### config.mk
export PLATFORM = sky130hd
export DESIGN_NAME = hub_slot_arb
export DESIGN_NICKNAME = d
export VERILOG_FILES = /design/src/rtl/hub_pkg.sv /design/src/rtl/hub_lane_fmt.sv /design/src/rtl/hub_slot_arb.sv
export SDC_FILE = /design/constraint.sdc
export NUM_CORES = 1
export LEC_CHECK = 0
export BUFFER_PORTS_ARGS = -buffer_cell sky130_fd_sc_hd__buf_4
export CAP_MARGIN = 20
export CORE_AREA = 2 2 213 215
export CTS_CLUSTER_DIAMETER = 120
export DETAILED_ROUTE_END_ITERATION = 12
export DIE_AREA = 0 0 215 217
export PLACE_DENSITY = 0.5
export SYNTH_ARGS = -nofsm -noshare
export SYNTH_HDL_FRONTEND = slang
export SYNTH_SLANG_ARGS = --single-unit
### constraint.sdc
create_clock -name clk_cog -period 1.7 [get_ports clk_cog]
set_input_delay 0.34 -clock clk_cog [delete_from_list [all_inputs] [get_ports clk_cog]]
set_output_delay 0.34 -clock clk_cog [all_outputs]
set_load 0.01 [all_outputs]
### src/rtl/hub_pkg.sv
// ============================================================================
// Module   : hub_pkg
// Purpose  : Shared definitions for the hub slot arbiter: access-size
//            encodings, the fixed request-to-acknowledge latency, and the
//            write-lane mask / write-data replication helpers.
// Revision : 1.0 - initial release
// ============================================================================
`default_nettype none

package hub_pkg;

    // Access size encodings on req_s. Bit 1 set means long, whatever bit 0 is.
    localparam logic [1:0] SZ_BYTE = 2'b00;
    localparam logic [1:0] SZ_WORD = 2'b01;
    localparam logic [1:0] SZ_LONG = 2'b10;

    // Clocks from the grant edge until the acknowledge is visible.
    localparam int HUB_ACK_LAT = 3;

    // Byte write enables for one access. Word accesses ignore a[0];
    // long accesses ignore both low address bits.
    function automatic logic [3:0] lane_mask(input logic [1:0] size,
                                             input logic [1:0] a_lo);
        logic [3:0] m;
        m = 4'b1111;
        if (size == SZ_BYTE) begin
            m = 4'b0001 << a_lo;
        end else if (size == SZ_WORD) begin
            m = a_lo[1] ? 4'b1100 : 4'b0011;
        end
        return m;
    endfunction

    // Right-justified write data copied into every lane it might land in.
    function automatic logic [31:0] replicate(input logic [1:0]  size,
                                              input logic [31:0] d);
        logic [31:0] r;
        r = d;
        if (size == SZ_BYTE) begin
            r = {4{d[7:0]}};
        end else if (size == SZ_WORD) begin
            r = {2{d[15:0]}};
        end
        return r;
    endfunction

endpackage

`default_nettype wire

### src/rtl/hub_lane_fmt.sv
// ============================================================================
// Module   : hub_lane_fmt
// Purpose  : Combinational data formatting for the hub path. Builds the RAM
//            byte enables and replicated write data for stage M, and aligns
//            and zero-extends RAM read data for stage Q.
// Ports    : wr_size/wr_alo/wr_data -> wr_mask/wr_rep   (write side)
//            rd_size/rd_alo/rd_q    -> rd_data          (read side)
// Revision : 1.0 - initial release
// ============================================================================
`default_nettype none

module hub_lane_fmt
    import hub_pkg::*;
(
    input  logic [1:0]  wr_size,
    input  logic [1:0]  wr_alo,
    input  logic [31:0] wr_data,
    output logic [3:0]  wr_mask,
    output logic [31:0] wr_rep,
    input  logic [1:0]  rd_size,
    input  logic [1:0]  rd_alo,
    input  logic [31:0] rd_q,
    output logic [31:0] rd_data
);

    assign wr_mask = lane_mask(wr_size, wr_alo);
    assign wr_rep  = replicate(wr_size, wr_data);

    always_comb begin
        rd_data = rd_q;
        if (rd_size == SZ_BYTE) begin
            case (rd_alo)
                2'd0:    rd_data = {24'd0, rd_q[7:0]};
                2'd1:    rd_data = {24'd0, rd_q[15:8]};
                2'd2:    rd_data = {24'd0, rd_q[23:16]};
                default: rd_data = {24'd0, rd_q[31:24]};
            endcase
        end else if (rd_size == SZ_WORD) begin
            rd_data = rd_alo[1] ? {16'd0, rd_q[31:16]} : {16'd0, rd_q[15:0]};
        end
    end

endmodule

`default_nettype wire

### src/rtl/hub_slot_arb.sv
// ============================================================================
// Module   : hub_slot_arb
// Purpose  : Round-robin time-slot arbiter giving NCOG cogs access to one
//            shared 32-bit synchronous hub RAM. Three-stage pipeline:
//            C (capture at grant edge), M (drive RAM), Q (align + ack).
// Ports    : clk_cog, nres (sync, active-low)
//            cog_run/req/req_w/req_s/req_a/req_d : per-cog request buses
//            ack/rdata                           : one-hot completion + data
//            slot                                : current slot owner
//            mem_en/mem_we/mem_a/mem_d/mem_q     : RAM macro interface
// Config   : HUB_SLOT_SKIP_EN - when defined, slot changes skip cogs whose
//            cog_run bit is clear; otherwise every slot is visited.
// Revision : 1.0 - initial release
// ============================================================================
`default_nettype none

module hub_slot_arb
    import hub_pkg::*;
#(
    parameter int NCOG     = 8,
    parameter int AW       = 16,
    parameter int SLOT_CYC = 2
) (
    input  logic                    clk_cog,
    input  logic                    nres,
    input  logic [NCOG-1:0]         cog_run,
    input  logic [NCOG-1:0]         req,
    input  logic [NCOG-1:0]         req_w,
    input  logic [2*NCOG-1:0]       req_s,
    input  logic [AW*NCOG-1:0]      req_a,
    input  logic [32*NCOG-1:0]      req_d,
    output logic [NCOG-1:0]         ack,
    output logic [31:0]             rdata,
    output logic [$clog2(NCOG)-1:0] slot,
    output logic                    mem_en,
    output logic [3:0]              mem_we,
    output logic [AW-3:0]           mem_a,
    output logic [31:0]             mem_d,
    input  logic [31:0]             mem_q
);

    localparam int             SW      = $clog2(NCOG);
    localparam int             PW      = (SLOT_CYC > 1) ? $clog2(SLOT_CYC) : 1;
    localparam logic [PW-1:0]  PH_LAST = PW'(SLOT_CYC - 1);
    localparam logic [NCOG-1:0] ACK_ONE = {{(NCOG-1){1'b0}}, 1'b1};

    // Per-cog views of the packed request buses.
    logic [AW-1:0] w_a_arr [NCOG];
    logic [31:0]   w_d_arr [NCOG];
    logic [1:0]    w_s_arr [NCOG];

    for (genvar k = 0; k < NCOG; k++) begin : g_unpack
        assign w_a_arr[k] = req_a[k*AW +: AW];
        assign w_d_arr[k] = req_d[k*32 +: 32];
        assign w_s_arr[k] = req_s[k*2 +: 2];
    end

    // ------------------------------------------------------------------
    // Slot timing
    // ------------------------------------------------------------------
    logic [PW-1:0] r_phase;
    logic          w_last;
    logic [SW-1:0] w_slot_nxt;
    logic          w_grant;

    assign w_last = (r_phase == PH_LAST);

`ifdef HUB_SLOT_SKIP_EN
    // Nearest running cog after the current one, searching cyclically.
    // The final iteration lands back on the current slot, so a lone
    // running cog keeps its slot; with nobody running the slot holds.
    always_comb begin : p_skip
        logic [SW-1:0] v_idx;
        logic          v_found;
        w_slot_nxt = slot;
        v_found    = 1'b0;
        v_idx      = '0;
        for (int i = 1; i <= NCOG; i++) begin
            v_idx = slot + SW'(i);
            if (!v_found && cog_run[v_idx]) begin
                w_slot_nxt = v_idx;
                v_found    = 1'b1;
            end
        end
    end
`else
    assign w_slot_nxt = slot + SW'(1);
`endif

    always_ff @(posedge clk_cog) begin
        if (!nres) begin
            r_phase <= '0;
            slot    <= '0;
        end else if (w_last) begin
            r_phase <= '0;
            slot    <= w_slot_nxt;
        end else begin
            r_phase <= r_phase + PW'(1);
        end
    end

    assign w_grant = w_last && req[slot] && cog_run[slot];

    // ------------------------------------------------------------------
    // Stage C: capture the slot owner's request at its grant edge
    // ------------------------------------------------------------------
    logic          r_c_v;
    logic          r_c_w;
    logic [1:0]    r_c_s;
    logic [AW-1:0] r_c_a;
    logic [31:0]   r_c_d;
    logic [SW-1:0] r_c_own;

    always_ff @(posedge clk_cog) begin
        if (!nres) begin
            r_c_v   <= 1'b0;
            r_c_w   <= 1'b0;
            r_c_s   <= '0;
            r_c_a   <= '0;
            r_c_d   <= '0;
            r_c_own <= '0;
        end else begin
            r_c_v <= w_grant;
            if (w_grant) begin
                r_c_w   <= req_w[slot];
                r_c_s   <= w_s_arr[slot];
                r_c_a   <= w_a_arr[slot];
                r_c_d   <= w_d_arr[slot];
                r_c_own <= slot;
            end
        end
    end

    // ------------------------------------------------------------------
    // Lane formatting (shared by stages M and Q)
    // ------------------------------------------------------------------
    logic [3:0]  w_mask;
    logic [31:0] w_rep;
    logic [31:0] w_rd_data;
    logic [1:0]  r_q_s;
    logic [1:0]  r_q_alo;

    hub_lane_fmt u_lane_fmt (
        .wr_size (r_c_s),
        .wr_alo  (r_c_a[1:0]),
        .wr_data (r_c_d),
        .wr_mask (w_mask),
        .wr_rep  (w_rep),
        .rd_size (r_q_s),
        .rd_alo  (r_q_alo),
        .rd_q    (mem_q),
        .rd_data (w_rd_data)
    );

    // ------------------------------------------------------------------
    // Stage M: drive the RAM. Address/data/enables hold between accesses.
    // ------------------------------------------------------------------
    logic          r_m_v;
    logic          r_m_w;
    logic [1:0]    r_m_s;
    logic [1:0]    r_m_alo;
    logic [SW-1:0] r_m_own;

    always_ff @(posedge clk_cog) begin
        if (!nres) begin
            mem_en  <= 1'b0;
            mem_we  <= '0;
            mem_a   <= '0;
            mem_d   <= '0;
            r_m_v   <= 1'b0;
            r_m_w   <= 1'b0;
            r_m_s   <= '0;
            r_m_alo <= '0;
            r_m_own <= '0;
        end else begin
            mem_en <= r_c_v;
            r_m_v  <= r_c_v;
            if (r_c_v) begin
                mem_a   <= r_c_a[AW-1:2];
                mem_we  <= r_c_w ? w_mask : 4'b0000;
                mem_d   <= w_rep;
                r_m_w   <= r_c_w;
                r_m_s   <= r_c_s;
                r_m_alo <= r_c_a[1:0];
                r_m_own <= r_c_own;
            end
        end
    end

    // ------------------------------------------------------------------
    // Stage Q: RAM output is valid this cycle; align it and acknowledge.
    // ------------------------------------------------------------------
    logic          r_q_v;
    logic          r_q_w;
    logic [SW-1:0] r_q_own;

    always_ff @(posedge clk_cog) begin
        if (!nres) begin
            r_q_v   <= 1'b0;
            r_q_w   <= 1'b0;
            r_q_s   <= '0;
            r_q_alo <= '0;
            r_q_own <= '0;
        end else begin
            r_q_v <= r_m_v;
            if (r_m_v) begin
                r_q_w   <= r_m_w;
                r_q_s   <= r_m_s;
                r_q_alo <= r_m_alo;
                r_q_own <= r_m_own;
            end
        end
    end

    always_ff @(posedge clk_cog) begin
        if (!nres) begin
            ack   <= '0;
            rdata <= '0;
        end else begin
            ack <= r_q_v ? (ACK_ONE << r_q_own) : '0;
            if (r_q_v) begin
                rdata <= r_q_w ? 32'd0 : w_rd_data;
            end
        end
    end

endmodule

`default_nettype wire
# [Word-level counts from Yosys, hierarchy flattened]
# Index checks and enable logic that the tools add are counted.
[op_classes] mux=26 n_bitwise=2 n_eq_ne=4 n_addsub=2 order_cmp=2 shifts=2 reduce_logical=7
[op_table] op="$mux W32" count=7
[op_table] op="$bmux W32 S3" count=1
[op_table] op="$bmux W16 S3" count=1
[op_table] op="$mux W16" count=3
[op_table] op="$pmux W8 S3" count=1
[op_table] op="$mux W4" count=4
[op_table] op="$bmux W1 S3" count=3
[op_table] op="$shl A1 B3 Y8 const A" count=1
[op_table] op="$bmux W2 S3" count=1
[op_table] op="$eq A2 B1 Y1 const B" count=3
[op_table] op="$logic_not A2 Y1" count=3
[op_table] op="$ge A4 B4 Y1 const B" count=1
[op_table] op="$lt A3 B4 Y1 const B" count=1
[op_table] op="$mux W2" count=2
[op_table] op="$not A3 Y4" count=1
[op_table] op="$shl A1 B2 Y4 const A" count=1
[op_table] op="$add A3 B1 Y3 const B" count=1
[op_table] op="$mux W1" count=3
[op_table] op="$eq A2 B2 Y1 const B" count=1
[op_table] op="$logic_and A1 B1 Y1" count=2
[op_table] op="$reduce_and A2 Y1" count=1
[op_table] op="$reduce_or A2 Y1" count=1
[op_table] op="$add A1 B1 Y1 const B" count=1
[op_table] op="$not A1 Y1" count=1
[totals] word_cells=68 in_bits=458 output_inout_bits=94 regBits=167

# [Depth between registers and ports, before layout]
[logic_depth] word_depth=4 ltp_mapped=7 ltp_nobuf=4

# [Cells and area by module]
# A second synthesis with hierarchy kept.
[unflattened] hier_cells=1025 hier_area_um2=10209.8
[modules_own_cells] module="hub_slot_arb" cells_per_inst=897 seq_area_each_um2=3343.2 n_inst=1 area_per_inst_um2=9110.0
[modules_own_cells] module="hub_lane_fmt" cells_per_inst=128 seq_area_each_um2=0.0 n_inst=1 area_per_inst_um2=1099.8

# [Worst setup path after synthesis]
# OpenSTA, ideal clock, no wires.
[synth_path] path_type="register to register" from="register slot[0]" to="register r_c_a[0]" stages_incl_launch_ff=6 required_ns=1.577 setup_ns=0.123 n_path_buf=2 t_arrival_ns=1.719 period_less_slack_ns=1.842 slack_ns=-0.142 cell_sequence="dfxtp_1 buf_2 buf_2 mux4_2 o211ai_1 mux2i_1"
[synth_between] elab_chain_len=4 word_cells_on_any_way=10 classes_between="mux: 7; bitwise: 1; reduce/logical: 2"
[synth_rtl] item="start, declared" line_no="hub_slot_arb.sv:34" text="output logic [$clog2(NCOG)-1:0] slot,"
[synth_rtl] item="start signal, assigned" line_no="hub_slot_arb.sv:96" text="slot <= w_slot_nxt;"
[synth_rtl] item="$not A3 Y4 (implied by the code) / $bmux W1 S3 (equally long branches)" line_no="hub_slot_arb.sv:127, hub_slot_arb.sv:102"
[synth_rtl] item="$bmux W16 S3 / $mux W1 (equally long branches)" line_no="hub_slot_arb.sv:127, hub_slot_arb.sv:102"
[synth_rtl] item="$mux W16 (implied by the code) / $logic_and A1 B1 Y1 (equally long branches) (2 in a row)" line_no="hub_slot_arb.sv:127, hub_slot_arb.sv:102"
[synth_rtl] item="end signal, assigned" line_no="hub_slot_arb.sv:127" text="r_c_a <= w_a_arr[slot];"
[synth_rtl] item="end, declared" line_no="hub_slot_arb.sv:110" text="logic [AW-1:0] r_c_a;"
# Parallel ways exist; a longest one is shown, timed or not. The select of a mux whose other input is x is not followed.
# A chain may end at the register's enable or synchronous reset.

# [Worst setup path in the final report]
[layout_path] from="register slot[1]" to="register r_c_d[31]"
[layout_between] elab_chain_len=4 word_cells_on_any_way=10 classes_between="mux: 7; bitwise: 1; reduce/logical: 2"
[layout_rtl] item="$not A3 Y4 (implied by the code) / $bmux W1 S3 (equally long branches)" line_no="hub_slot_arb.sv:128, hub_slot_arb.sv:102"
[layout_rtl] item="$bmux W32 S3 / $mux W1 (equally long branches)" line_no="hub_slot_arb.sv:128, hub_slot_arb.sv:102"
[layout_rtl] item="$mux W32 (implied by the code) / $logic_and A1 B1 Y1 (equally long branches) (2 in a row)" line_no="hub_slot_arb.sv:128, hub_slot_arb.sv:102"
[layout_rtl] item="end signal, assigned" line_no="hub_slot_arb.sv:128" text="r_c_d <= w_d_arr[slot];"
[layout_rtl] item="end, declared" line_no="hub_slot_arb.sv:111" text="logic [31:0] r_c_d;"
# Parallel ways exist; a longest one is shown, timed or not. The select of a mux whose other input is x is not followed.

==> flow_summary.rst <==
.. list-table::
   :header-rows: 1

   * - Metric
     - Value
   * - CP max-delay cell
     - sky130_fd_sc_hd__mux4_2
   * - Switching fraction of total power
     - 0.2786
   * - Count of hold buffers inserted by post-cts repair
     - 0
   * - Most common library cells after synthesis
     - sky130_fd_sc_hd__mux2i_1 (225), sky130_fd_sc_hd__dfxtp_1 (167), sky130_fd_sc_hd__nor2_1 (112)
   * - CP Max Fanout
     - 8
   * - Number of vias in the routed layout
     - 10,210
   * - Area share of the largest cell type after synthesis
     - 0.3363
   * - Type of the worst min-delay path
     - input pin to register
   * - DR WL/cell
     - 21.85 um
   * - Combinational family with the most area after synthesis
     - multiplexers
   * - Number of optimization iterations in the first detailed-route pass
     - 5
   * - Overall routing resource usage
     - 0.1932
   * - Pwr dens
     - 659.0 mW/mm2
   * - IO Port Bufs
     - 551
   * - Final setup violation count
     - 45
   * - Final worst-path setup slack
     - -0.07927 ns
   * - Maximum count of clock buffers along a single path
     - 2
   * - Area grow syn2layout
     - 62.30%
   * - Final Routed Wirelength
     - 47,640 um
   * - Sum of overflow across all layers after global routing
     - 0
   * - Crit. End Element
     - register
   * - Core Area
     - 0.04470 mm2
   * - Net switching power
     - 2962 uW
   * - Power share of the clock group
     - 0.377
   * - Max-slew violation count
     - 0
   * - Dominant cells by area after synthesis
     - sky130_fd_sc_hd__dfxtp_1 (34%), sky130_fd_sc_hd__mux2i_1 (23%), sky130_fd_sc_hd__mux4_2 (14%), sky130_fd_sc_hd__nor2_1 (4.2%), sky130_fd_sc_hd__a22oi_1 (3.9%)
   * - Net count, final
     - 2,020
   * - Post-synthesis instance total
     - 1,011
   * - Startpoint kind of the worst setup timing path
     - register
   * - Clock period minus worst slack
     - 1.779 ns
   * - Cell-internal power
     - 7671 uW
   * - Share of cells above drive strength 1
     - 0.4701
   * - First DRT Iteration DRCs
     - 626
   * - Initial core utilization
     - 0.2224
   * - Clock-pin transition on the worst setup and hold timing paths
     - 0.07 ns
   * - Core utilization of the finished layout
     - 0.3610
   * - TritonCTS clock tree
     - yes
   * - Area taken by multi-input logic gates
     - 0.006175 mm2
   * - Ratio of final minimum period to clock period
     - 1.047
   * - Classification of the worst setup path
     - register to register
   * - Post-DR vias/cell
     - 4.683
   * - Relative contribution of sequential cells to total power
     - 0.386
   * - Delay of the slowest critical-path stage
     - 0.56 ns
   * - Synthesized area per cell
     - 9.834 um2
   * - Number of antenna violations at the first check in global routing
     - 10
   * - Cell type with the largest total area after synthesis
     - sky130_fd_sc_hd__dfxtp_1
   * - Flop and latch count out of synthesis
     - 167
   * - Tot Pwr
     - 10,630 uW
   * - Warnings, synthesis
     - 0
   * - Post-route antenna net violation count
     - 0
   * - Fmax
     - 562.0 MHz
   * - Endpoint arrival time on the critical path
     - 2.15 ns
   * - Global-route wire length before repair
     - 66,930 um
   * - Post-synth cell types
     - 36
   * - Area of the mapped netlist
     - 0.009942 mm2
   * - Area of the die
     - 0.04666 mm2
   * - Proportion of synthesized area in mux cells
     - 0.3647
   * - Adder-cell share of the synthesized area
     - 0.001258
   * - Slew headroom
     - 0.5957
   * - Via count of the first global-routing pass
     - 10,150
   * - Synthesized-area fraction occupied by ao, oa, aoi and oai cells
     - 0.1383
   * - Start point of the critical path
     - slot[1]$_SDFFE_PN0P_
   * - Total clock buffers created by CTS
     - 17
   * - Count of flip-flops with a built-in enable after synthesis
     - 0
   * - Reg-to-reg startpoint
     - slot[1]$_SDFFE_PN0P_
   * - Boundary pin count
     - 552
   * - Width of the die
     - 215 um
   * - Share of async-settable or async-resettable flops after synthesis
     - 0
   * - Die Y
     - 217 um
   * - Number of maximum-capacitance constraint violations
     - 0
   * - Simple logic cell fraction of the synthesized area
     - 0.1076
   * - Run status
     - finished, violations left
   * - Tightest Pin Transition
     - 0.6064 ns
   * - Reported leakage power
     - 0.006712 uW
   * - Final hold vios
     - 0
   * - Pre-CTS worst setup slack
     - -0.2889 ns
   * - Crit path cell chain
     - mux4_2 > a2bb2oi_4 > buf_12 > clkbuf_16 > mux2i_1
   * - Worst clock skew
     - 0.01378 ns
   * - IR drop worst, VDD
     - 0.6960 mV
   * - Most repeated cell in the gate-level netlist after synthesis
     - sky130_fd_sc_hd__mux2i_1
   * - Placed cell area
     - 0.01518 mm2
   * - Synthesized-area fraction occupied by xor and xnor cells
     - 0.001762
   * - Routability congestion estimate
     - 0.8618
   * - Worst hold start
     - mem_q[31]
   * - Fillers
     - 4,651
   * - Clock latency of the later-clocked register in the worst-skew pair
     - 0.45 ns
   * - Post-detailed-placement half-perimeter wirelength
     - 37,880 um
   * - Unrepaired setup endpoints after global routing
     - true
   * - Violations in the final reports
     - negative setup slack
   * - Register Area
     - 0.003359 mm2
   * - Synth Net Count
     - 1,470
   * - Root buffer cell
     - sky130_fd_sc_hd__clkbuf_16
   * - Number of design rule violations left after detail routing
     - 0
   * - Largest net degree at the start of global routing
     - 67
   * - CTS sink count
     - 167
   * - Data required time at the worst endpoint
     - 2.08 ns
   * - Part of the power in combinational logic
     - 0.237
   * - Number of placement rows
     - 78
   * - Maximum level of the CTS H-tree
     - 4
   * - Proportion of synthesized chip area in sequential cells
     - 0.3363
   * - Total non-filler cell area in the finished layout
     - 0.01614 mm2
   * - Primary flip-flop cell chosen by synthesis mapping
     - sky130_fd_sc_hd__dfxtp_1
-- placed cells by master, fill, tap and decap left out, types with 10 or more instances in the layout --
cell type / n
sky130_fd_sc_hd__nor2_1: 112
sky130_fd_sc_hd__mux4_2: 61
sky130_fd_sc_hd__o21ai_0: 16
sky130_fd_sc_hd__dfxtp_1: 162
sky130_fd_sc_hd__inv_1: 10
sky130_fd_sc_hd__buf_4: 595
sky130_fd_sc_hd__buf_12: 25
sky130_fd_sc_hd__a21oi_1: 22
sky130_fd_sc_hd__nand2_1: 80
sky130_fd_sc_hd__and2_1: 11
sky130_fd_sc_hd__o211ai_1: 51
sky130_fd_sc_hd__nor2b_1: 24
sky130_fd_sc_hd__clkbuf_16: 20
sky130_fd_sc_hd__mux2i_1: 224
sky130_fd_sc_hd__a22oi_1: 48
sky130_fd_sc_hd__o22ai_1: 16
-- state kept, by name, indices dropped and copies added (netlist names), 2 cells and up --
name / count
ack: 8
mem_a: 14
mem_d: 32
mem_we: 4
r_c_a: 16
r_c_d: 32
r_c_own: 3
r_c_s: 2
r_m_alo: 2
r_m_own: 3
r_m_s: 2
r_q_alo: 2
r_q_own: 3
r_q_s: 2
rdata: 32
slot: 3
-- metal layers --
metal | vias to the layer above | global-route usage | part of all wire | wire (um)
met4 | 4 | 0.05402 | 0.016 | 768
li1 | 4864 | - | - | -
met5 | - | 0 | 0.00055 | 26
met1 | 4919 | 0.2566 | 0.45 | 21340
met3 | 39 | 0.04319 | 0.056 | 2652
met2 | 383 | 0.3154 | 0.48 | 22850
-- per-stage QoR --
step                TNS, ns  hold slack [ns]  std cells
detailed placement   -13.36           0.4533       2125
CTS                  -3.603           0.1254       2167
global route         -6.497           0.1360       2179
finish               -2.409           0.1583       2180
global placement     -12.53           0.4442       2125
floorplan           -0.1372           0.4344       1011
-- cell type report --
cell class,count,area share
diodes,6,0.0009305
clock buffers,18,0.02722
inverters,12,0.002869
multi-input cells,732,0.3827
repair buffers,631,0.3219
well taps,600,0.04653
clock inverters,14,0.009693
flip-flops and latches,167,0.2082
-- repair_timing --
item	4_1_cts	5_1_grt
pin swaps	1	2
gates resized for setup	14	11
gates cloned	1	5
hold endpoints to repair	0	0
buffers inserted	9	2
setup endpoints to repair	57	58
-- kinds of logic (layout without fill, tap and decap cells) --
group / count (synthesis) / after routing
mux: 286 / 286
simple gates: 248 / 248
compound gates: 195 / 195
flops: 167 / 167
other cells: 0 / 6
xor+xnor: 2 / 2
fa+ha+maj: 1 / 1
buf+inv: 112 / 675
-- critical path: cells and delay by family (launching register included) --
| kind | cells | cell delay [ns] |
|---|---|---|
| mux | 2 | 0.73 |
| flops | 1 | 0.39 |
| buf+inv | 2 | 0.35 |
| compound gates | 1 | 0.23 |
-- power by group through the flow --
| stage | sequential, uW | clock, uW | combinational (uW) |
|---|---|---|---|
| after global placement | 4220 | 0 | 2370 |
| after floorplan | 4140 | 0 | 1110 |
| after CTS | 4100 | 4170 | 2480 |
| after global routing | 4120 | 4320 | 2690 |
| after detailed placement | 4220 | 0 | 2390 |
| final | 4100 | 4010 | 2520 |
-- path summary, 6_finish.rpt --
| path | to | slack, ns | cells after the start |
|---|---|---|---|
| setup / recovery | r_c_d[31]$_SDFFE_PN0P_ | -0.08 | 5 |
| hold / removal | rdata[31]$_SDFFE_PN0P_ | 0.16 | 3 |
| setup reg to reg | r_c_d[31]$_SDFFE_PN0P_ | -0.08 | 5 |
| hold reg to reg | r_c_a[7]$_SDFFE_PN0P_ | 0.46 | 2 |
(Power assumes the default switching activity.)
